--- src/rtl/vga_pkg.sv ---
// Shared constants and types for the VGA frame reader: display/source geometry,
// RGB565 field positions, the 4:4:4 colour type and the overlay box record.
package vga_pkg;

   localparam int DISP_WIDTH  = 640;
   localparam int DISP_HEIGHT = 480;
   localparam int SRC_WIDTH   = 320;
   localparam int SRC_HEIGHT  = 240;

   // Top four bits of each RGB565 field feed the 4:4:4 DAC.
   localparam int R_MSB = 15;
   localparam int R_LSB = 12;
   localparam int G_MSB = 10;
   localparam int G_LSB = 7;
   localparam int B_MSB = 4;
   localparam int B_LSB = 1;

   typedef struct packed {
      logic [3:0] r;
      logic [3:0] g;
      logic [3:0] b;
   } rgb444_t;

   localparam logic [11:0] BOX_COLOR_DEF = 12'hF00;

   typedef struct packed {
      logic        en;
      logic [11:0] x0;
      logic [11:0] y0;
      logic [11:0] x1;
      logic [11:0] y1;
   } box_t;

endpackage

--- src/rtl/vga_pipe_delay.sv ---
// Fixed-depth shift register with a per-bit reset value, used to keep syncs,
// video_on and box_hit aligned with the frame buffer read latency.
module vga_pipe_delay #(
   parameter int               WIDTH   = 1,
   parameter int               DEPTH   = 1,
   parameter logic [WIDTH-1:0] RST_VAL = '0
) (
   input  logic             clk,
   input  logic             rst,
   input  logic [WIDTH-1:0] d_in,
   output logic [WIDTH-1:0] d_out
);

   logic [WIDTH-1:0] stage_d [DEPTH];
   logic [WIDTH-1:0] stage_q [DEPTH];

   always_comb begin
      stage_d[0] = d_in;
      for (int i = 1; i < DEPTH; i++) begin
         stage_d[i] = stage_q[i-1];
      end
   end

   always_ff @(posedge clk) begin
      if (rst) begin
         for (int i = 0; i < DEPTH; i++) begin
            stage_q[i] <= RST_VAL;
         end
      end else begin
         for (int i = 0; i < DEPTH; i++) begin
            stage_q[i] <= stage_d[i];
         end
      end
   end

   assign d_out = stage_q[DEPTH-1];

endmodule

--- src/rtl/vga_frame_reader.sv ---
// Reads the 320x240 RGB565 camera buffer with 2x pixel replication, overlays a
// frame-synchronous bounding box and drives 4:4:4 VGA with latency-matched syncs.
module vga_frame_reader
   import vga_pkg::*;
#(
   parameter int          SRC_W     = SRC_WIDTH,
   parameter int          SRC_H     = SRC_HEIGHT,
   parameter int          DISP_H    = DISP_HEIGHT,
   parameter int          ADDR_W    = 17,
   parameter int          PIX_W     = 16,
   parameter int          RD_LAT    = 2,
   parameter logic [11:0] BOX_COLOR = BOX_COLOR_DEF
) (
   input  logic              clk,
   input  logic              rst,
   input  logic              hsync_in,
   input  logic              vsync_in,
   input  logic              video_on_in,
   input  logic [11:0]       pixel_x,
   input  logic [11:0]       pixel_y,
   output logic              fb_rd_en,
   output logic [ADDR_W-1:0] fb_rd_addr,
   input  logic [PIX_W-1:0]  fb_rd_data,
   input  logic              box_valid,
   output logic              box_ready,
   input  logic              box_en,
   input  logic [11:0]       box_x0,
   input  logic [11:0]       box_y0,
   input  logic [11:0]       box_x1,
   input  logic [11:0]       box_y1,
   output logic              frame_start,
   output logic [3:0]        vga_r,
   output logic [3:0]        vga_g,
   output logic [3:0]        vga_b,
   output logic              hsync_out,
   output logic              vsync_out
);

   localparam int PIPE_D = RD_LAT + 1;

   logic [ADDR_W-1:0] addr_d, addr_q;
   logic              rd_en_d, rd_en_q;
   box_t              pend_d, pend_q, act_d, act_q;
   logic              pend_full_d, pend_full_q;
   logic              frame_start_d, frame_start_q;
   rgb444_t           rgb_d, rgb_q;
   logic              hs_d, hs_q, vs_d, vs_q;

   logic              frame_edge, in_src, box_hit;
   logic [ADDR_W-1:0] row_addr, col_addr, addr_calc;
   logic [3:0]        pipe_out;
   logic              hs_dly, vs_dly, von_dly, hit_dly;
   logic              unused_pix_bits;

   assign frame_edge = (pixel_x == 12'd0) && (pixel_y == 12'(DISP_H));
   assign in_src     = (pixel_x < 12'(DISP_WIDTH)) && (pixel_y[11:1] < 11'(SRC_H));

   // Stage A: replicated-pixel address, held while blanking.
   always_comb begin
      row_addr  = ADDR_W'(pixel_y[11:1]);
      col_addr  = ADDR_W'(pixel_x[11:1]);
      addr_calc = row_addr * ADDR_W'(SRC_W) + col_addr;
      rd_en_d   = video_on_in;
      addr_d    = (video_on_in && in_src) ? addr_calc : addr_q;
   end

   // Capture needs an empty slot and commit needs a full one, so they never collide.
   always_comb begin
      pend_d        = pend_q;
      pend_full_d   = pend_full_q;
      act_d         = act_q;
      frame_start_d = frame_edge;
      if (box_valid && box_ready) begin
         pend_d      = '{en: box_en, x0: box_x0, y0: box_y0, x1: box_x1, y1: box_y1};
         pend_full_d = 1'b1;
      end else if (frame_edge && pend_full_q) begin
         act_d       = pend_q;
         pend_full_d = 1'b0;
      end
   end

   // 13-bit compares so x0+1 / x1-1 cannot wrap into a false hit.
   always_comb begin
      logic [12:0] bx, by, x0e, y0e, x1e, y1e;
      logic        in_x, in_y, edge_x, edge_y;
      bx      = {1'b0, pixel_x};
      by      = {1'b0, pixel_y};
      x0e     = {1'b0, act_q.x0};
      y0e     = {1'b0, act_q.y0};
      x1e     = {1'b0, act_q.x1};
      y1e     = {1'b0, act_q.y1};
      in_x    = (bx >= x0e) && (bx <= x1e);
      in_y    = (by >= y0e) && (by <= y1e);
      edge_x  = (bx <= x0e + 13'd1) || (bx + 13'd1 >= x1e);
      edge_y  = (by <= y0e + 13'd1) || (by + 13'd1 >= y1e);
      box_hit = act_q.en && (x0e <= x1e) && (y0e <= y1e) && in_x && in_y &&
                (edge_x || edge_y);
   end

   vga_pipe_delay #(
      .WIDTH   (4),
      .DEPTH   (PIPE_D),
      .RST_VAL (4'b1100)
   ) u_side_dly (
      .clk   (clk),
      .rst   (rst),
      .d_in  ({hsync_in, vsync_in, video_on_in, box_hit}),
      .d_out (pipe_out)
   );

   assign {hs_dly, vs_dly, von_dly, hit_dly} = pipe_out;

   // Low RGB565 bits are dropped by the 4:4:4 conversion.
   assign unused_pix_bits = ^{fb_rd_data[11], fb_rd_data[6:5], fb_rd_data[0]};

   always_comb begin
      rgb_d = '0;
      if (von_dly) begin
         if (hit_dly) rgb_d = BOX_COLOR;
         else         rgb_d = {fb_rd_data[R_MSB:R_LSB], fb_rd_data[G_MSB:G_LSB],
                               fb_rd_data[B_MSB:B_LSB]};
      end
      hs_d = hs_dly;
      vs_d = vs_dly;
   end

   always_ff @(posedge clk) begin
      if (rst) begin
         addr_q        <= '0;
         rd_en_q       <= 1'b0;
         pend_q        <= '0;
         act_q         <= '0;
         pend_full_q   <= 1'b0;
         frame_start_q <= 1'b0;
         rgb_q         <= '0;
         hs_q          <= 1'b1;
         vs_q          <= 1'b1;
      end else begin
         addr_q        <= addr_d;
         rd_en_q       <= rd_en_d;
         pend_q        <= pend_d;
         act_q         <= act_d;
         pend_full_q   <= pend_full_d;
         frame_start_q <= frame_start_d;
         rgb_q         <= rgb_d;
         hs_q          <= hs_d;
         vs_q          <= vs_d;
      end
   end

   assign box_ready   = !rst && !pend_full_q;
   assign fb_rd_en    = rd_en_q;
   assign fb_rd_addr  = addr_q;
   assign frame_start = frame_start_q;
   assign vga_r       = rgb_q.r;
   assign vga_g       = rgb_q.g;
   assign vga_b       = rgb_q.b;
   assign hsync_out   = hs_q;
   assign vsync_out   = vs_q;

endmodule

--- config.mk ---
export PLATFORM = sky130hd
export DESIGN_NAME = vga_frame_reader
export DESIGN_NICKNAME = d
export VERILOG_FILES = /design/src/rtl/vga_pkg.sv /design/src/rtl/vga_pipe_delay.sv /design/src/rtl/vga_frame_reader.sv
export SDC_FILE = /design/constraint.sdc
export NUM_CORES = 1
export LEC_CHECK = 0
export ABC_AREA = 1
export CELL_PAD_IN_SITES_DETAIL_PLACEMENT = 1
export CELL_PAD_IN_SITES_GLOBAL_PLACEMENT = 2
export CORE_MARGIN = 2
export CORE_UTILIZATION = 28
export DETAILED_ROUTE_END_ITERATION = 12
export GPL_ROUTABILITY_DRIVEN = 0
export PLACE_DENSITY = 0.78
export SLEW_MARGIN = 20
export SYNTH_ARGS = -nofsm -noshare
export SYNTH_HDL_FRONTEND = slang
export SYNTH_SLANG_ARGS = --single-unit
--- constraint.sdc ---
create_clock -name clk -period 2.6 [get_ports clk]
set_input_delay 0.52 -clock clk [delete_from_list [all_inputs] [get_ports clk]]
set_output_delay 0.52 -clock clk [all_outputs]
set_load 0.03 [all_outputs]
# After elaboration in Yosys (flattened, before gate mapping)
# Memories as Yosys holds them, arrays and structs flattened.
# Cells that the tools add are included.
[classes]
add_sub_neg = 5
n_mul = 1
n_div = 0
order_cmp = 12
eq_ne = 1
n_shift = 0
mux = 9
bitwise = 5
reduce_logical = 23
[ops]
columns = ["cell", "n"]
rows = [
  ["adder 12 x 1 -> 13 bit (second input constant)", 4],
  ["<= comparator 12 bit", 4],
  [">= comparator 13 x 12 -> 1 bit", 2],
  ["<= comparator 12 x 13 -> 1 bit", 2],
  [">= comparator 12 bit", 2],
  ["adder 17 x 11 -> 17 bit", 1],
  ["logical AND 1 bit", 13],
  ["== test 12 x 9 -> 1 bit (second input constant)", 1],
  ["zero test 12 bit", 1],
  ["< comparator 12 x 10 -> 1 bit (second input constant)", 1],
  ["two-way mux 12 bit", 1],
  ["two-way mux 4 bit", 3],
  ["< comparator 11 x 8 -> 1 bit (second input constant)", 1],
  ["multiplier 11 x 3 -> 11 bit (second input constant)", 1],
  ["two-way mux 1 bit", 5],
  ["logical OR 1 bit", 3],
  ["OR 1 bit", 3],
  ["OR reduction 3 bit", 1],
  ["zero test 1 bit", 2],
  ["NOT 1 bit", 2],
  ["AND reduction 2 bit", 1],
  ["nonzero test 2 bit", 1],
  ["OR reduction 2 bit", 1],
]
[totals]
ff_bits = 132
latch_bits = 0
ram_bits = 12
rom_bits = 0
output_inout_bits = 34
memories = 1
[mem_list]
columns = ["name", "words", "word_bits", "read_ports", "rd_clocked_by_memory_dff", "wr", "line", "source"]
rows = [
  ["u_side_dly.stage_q", 3, 4, 3, 0, 3, "vga_pipe_delay.sv:15", "logic [WIDTH-1:0] stage_q [DEPTH];"],
]

# Logic depth before layout (Yosys ltp)
[logic_depth]
word_depth = 7
ltp_mapped = 21
depth_no_buf = 21

# Hierarchy
# From an unflattened synthesis, not the netlist that was laid out.
[unflattened]
cells_unflattened = 1297
hier_area_um2 = 9377.7
[modules_own_cells]
columns = ["mod", "n_inst", "cells_each", "area_per_inst_um2", "seq_area_each_um2"]
rows = [
  ["vga_frame_reader", 1, 1260, 9041.2, 2642.5],
  ["vga_pipe_delay", 1, 37, 336.6, 240.2],
]

# Least setup slack after synthesis
# OpenSTA, ideal clock, no wires.
[synth_timing]
kind = "input -> register"
from = "input port pixel_y[2]"
to = "register addr_q[15] (netlist: fb_rd_addr[15])"
setup_ns = 0.109
arrival_ns = 2.548
t_required_ns = 2.491
path_slack_ns = -0.057
cell_stages = 14
path_buffers = 0
path_cell_list = "ha_1 -> ha_1 -> inv_1 -> fa_1 -> inv_1 -> ha_1 -> nand2_1 -> o21ai_0 -> and2_1 -> nand2_1 -> nand2_1 -> nand3_1 -> nand2_1 -> inv_1"
[synth_via]
elab_chain_cells = 3
[synth_lines]
columns = ["element", "line", "source"]
rows = [
  ["start: declaration", "vga_frame_reader.sv:20", "input logic [11:0] pixel_y,"],
  ["branches (longest 3 deep; another with adder 17 x 11 -> 17 bit)", "-", ""],
  ["end signal: assignment", "vga_frame_reader.sv:139", "addr_q <= addr_d;"],
  ["end: declaration", "vga_frame_reader.sv:41", "logic [ADDR_W-1:0] addr_d, addr_q;"],
]
# Several ways; the timed one is not identified.
# A chain may end at the register's enable or synchronous reset.

==> metrics.txt <==
status=finished, final reports clean; Critical Path Fanout Max=8; Clock Sink Count=143; synth-to-layout area growth=36.4%; fraction of post-synthesis cell area in the top cell type by area=0.305; number of antenna violations at the first check in global routing=0; Detailed Route WL=29500 µm; CTS tree=yes; Combinational Power Share=0.187; summed area of non-filler cells in the final layout=12800 µm²; total net switching power=1.67 mW; detailed router's first-iteration violation count=260; antenna-violating nets left=0; TritonRoute pass-1 iters=4; sw frac=0.292; clock-pin slew on the worst setup and hold paths=60 ps; fin worst setup slack=130 ps; final global-route overflow total=0; internal cell power=4.05 mW; static power due to leakage=5.63 nW; total routing resource utilization after global routing=0.173; number of buffers between clock root and the deepest sink=2; kind of capture point of the worst setup path=flip-flop; max capacitance violation total=0; net count of the mapped netlist=1575; part of the power in registers=0.399; final core area utilization=0.385; Power Total=5.72 mW; top cells by area, synth=dfxtp_1 (30%), ha_1 (19%), nand2_1 (12%); number of max-slew violations in the final report=0; Wirelength per Cell=14.6 µm; setup TNS=0 ps; class of the tightest hold or removal check=flip-flop to flip-flop; per-instance average area after synthesis=7.05 µm²; IO Port Bufs=124; arrival time of the worst setup path=2800 ps; skew final=12.4 ps; leading area contributor after synthesis=dfxtp_1; antenna cells=0; Die Outline Area=35000 µm²; dpl cell area=12000 µm²; library cell with the highest instance count after synthesis=nand2_1; f_max=405 MHz; crit path time final=2470 ps; warnings from Yosys=0; final net count=1805; cell area after synthesis=9390 µm²; synthesized instance count=1332; count of standard-cell rows=67; startpoint type of the worst setup path=input port; layout cells sized above 1=0.140; largest net degree at the start of global routing=99; number of buffers added by the clock tree synthesis step=17; share of the cycle needed by the critical path after routing=0.950; worst slew margin relative to its limit=0.679; final-layout fill cell count=4150; clock share of power=0.414; number of ports placed on the die boundary=129; die outline height=187 µm; vias in the first global route=9507; Synth async-reset ratio=0; DP HPWL=23700 µm; flip-flop and latch count after synthesis=143; Place WS=-618 ps; largest stage delay on the critical path=490 ps; global-route wire length before repair=48500 µm; setup repair after global routing missed its margin=yes; core outline area=33300 µm²; initial core utilization=0.282; crit path max-delay cell type=clkdlybuf4s50_1; type of the setup path with the least slack=input port to flip-flop; Crit path required time=2930 ps; via count=9073; width of the die=187 µm; deepest level of the CTS H-tree=4; Residual DRC=0; actual transition at the worst max-transition pin=481 ps; IR Drop Worst-Case VDD=0.461 mV; count of flip-flops with a built-in enable after synthesis=0; number of library cell types mapped by synthesis=33; top cell types by occurrence after synthesis=nand2_1 (294), nor2_1 (207), inv_1 (148), ha_1 (146), dfxtp_1 (143); fraction of the yosys area taken by sequential cells=0.305; final-report hold violation count=0; hold buffer count at cts=0; Top cell by count, worst path=nand2_1; clock tree root driver cell=clkbuf_16; crit-path cells=clkdlybuf4s50_1 > buf_4 > nand2_1 > nor2_2 > buf_4 > xor2_1 > ha_1 > nand2_1 > nor2_1 > a21oi_1 > a21oi_1 > nand2_1 > nand2_1 > inv_1 > nand3_1 > nor2_1 > nor2_1; ys flop type=dfxtp_1; vias per cell=4.48; endpoints failing setup=0; clock latency at the later pin of the worst-skew pair=440 ps; power density cells=446 nW/µm²
cell usage in the layout, fill, tap and decap left out, drive strengths merged, types with 3 or more instances in the layout:
master,n
a21oi,63
and2,3
buf,126
clkbuf,18
clkdlybuf4s50,117
clkinv,6
dfxtp,143
dlymetal6s2s,4
ha,146
inv,159
nand2,294
nand3,45
nand3b,7
nand4,14
nor2,207
nor3,14
nor4,7
o21a,4
o21ai,136
or2,12
xnor2,5
xor2,37
state kept, by name (all words and copies together), names as in the netlist, 4 cells and up:
register and count:
act_q 49, fb_rd_addr 17, vga_b 4, vga_g 4, vga_r 4, pend_q 49, u_side_dly.stage_q 12
kinds of logic (layout without fill, tap and decap cells):
| logic type | count (synthesis) | in the layout | share of synthesized area |
|---|---|---|---|
| xor+xnor | 42 | 42 | 0.0392 |
| fa+ha+maj | 148 | 148 | 0.199 |
| flops | 143 | 143 | 0.305 |
| simple gates | 605 | 605 | 0.266 |
| buf+inv | 189 | 432 | 0.0798 |
| compound gates | 205 | 205 | 0.111 |
power by group through the flow:
stage	clock [mW]	combinational, mW	sequential [mW]
3_5_place_dp	0	1.04	2.33
2_1_floorplan	0	0.510	2.34
6_report	2.37	1.07	2.28
4_1_cts	2.43	1.07	2.29
5_1_grt	2.53	1.22	2.29
3_3_place_gp	0	1.01	2.33
final timing paths:
path | startpoint | to | slack, ps | depth (start not counted)
worst min-delay path | u_side_dly.stage_q[0][4] | u_side_dly.stage_q[0][8] | 390 | 2
worst min register to register | u_side_dly.stage_q[0][4] | u_side_dly.stage_q[0][8] | 390 | 2
worst max-delay path | pixel_x[2] | u_side_dly.stage_q[0][0] | 130 | 17
worst max register to register | act_q[37] | u_side_dly.stage_q[0][0] | 150 | 17
layout make-up:
cell class	instances	area, µm²	share of cell area
timing repair buffer	249	2270	0.177
inverter	151	567	0.0443
tap	448	561	0.0438
clock inverter	14	140	0.0109
multi-input combinational	1000	5970	0.466
sequential	143	2880	0.224
clock buffer	18	429	0.0335
metrics by stage:
| step | instances | hold WS (ps) |
|---|---|---|
| after detailed placement | 1990 | 400 |
| after CTS | 2022 | 401 |
| after global placement | 1990 | 393 |
| after global routing | 2023 | 416 |
| after floorplan | 1332 | 388 |
| final | 2023 | 394 |
critical path: cells and delay by family:
family | cells | cell delay (ps)
buf+inv | 4 | 880
fa+ha+maj | 1 | 260
compound gates | 2 | 280
xor+xnor | 1 | 140
simple gates | 9 | 710
repair_timing:
item,4_1_cts,5_1_grt
setup buffers,0,1
setup endpoints to repair,6,7
pin swaps,1,8
gates resized for setup,8,54
routing by layer:
| metal | GRT usage | share of wire |
|---|---|---|
| met5 | 0 | 0 |
| met4 | 0.0479 | 0.014 |
| met3 | 0.0285 | 0.033 |
| met2 | 0.292 | 0.45 |
| met1 | 0.227 | 0.50 |
Power figures use the tool's default switching activity.
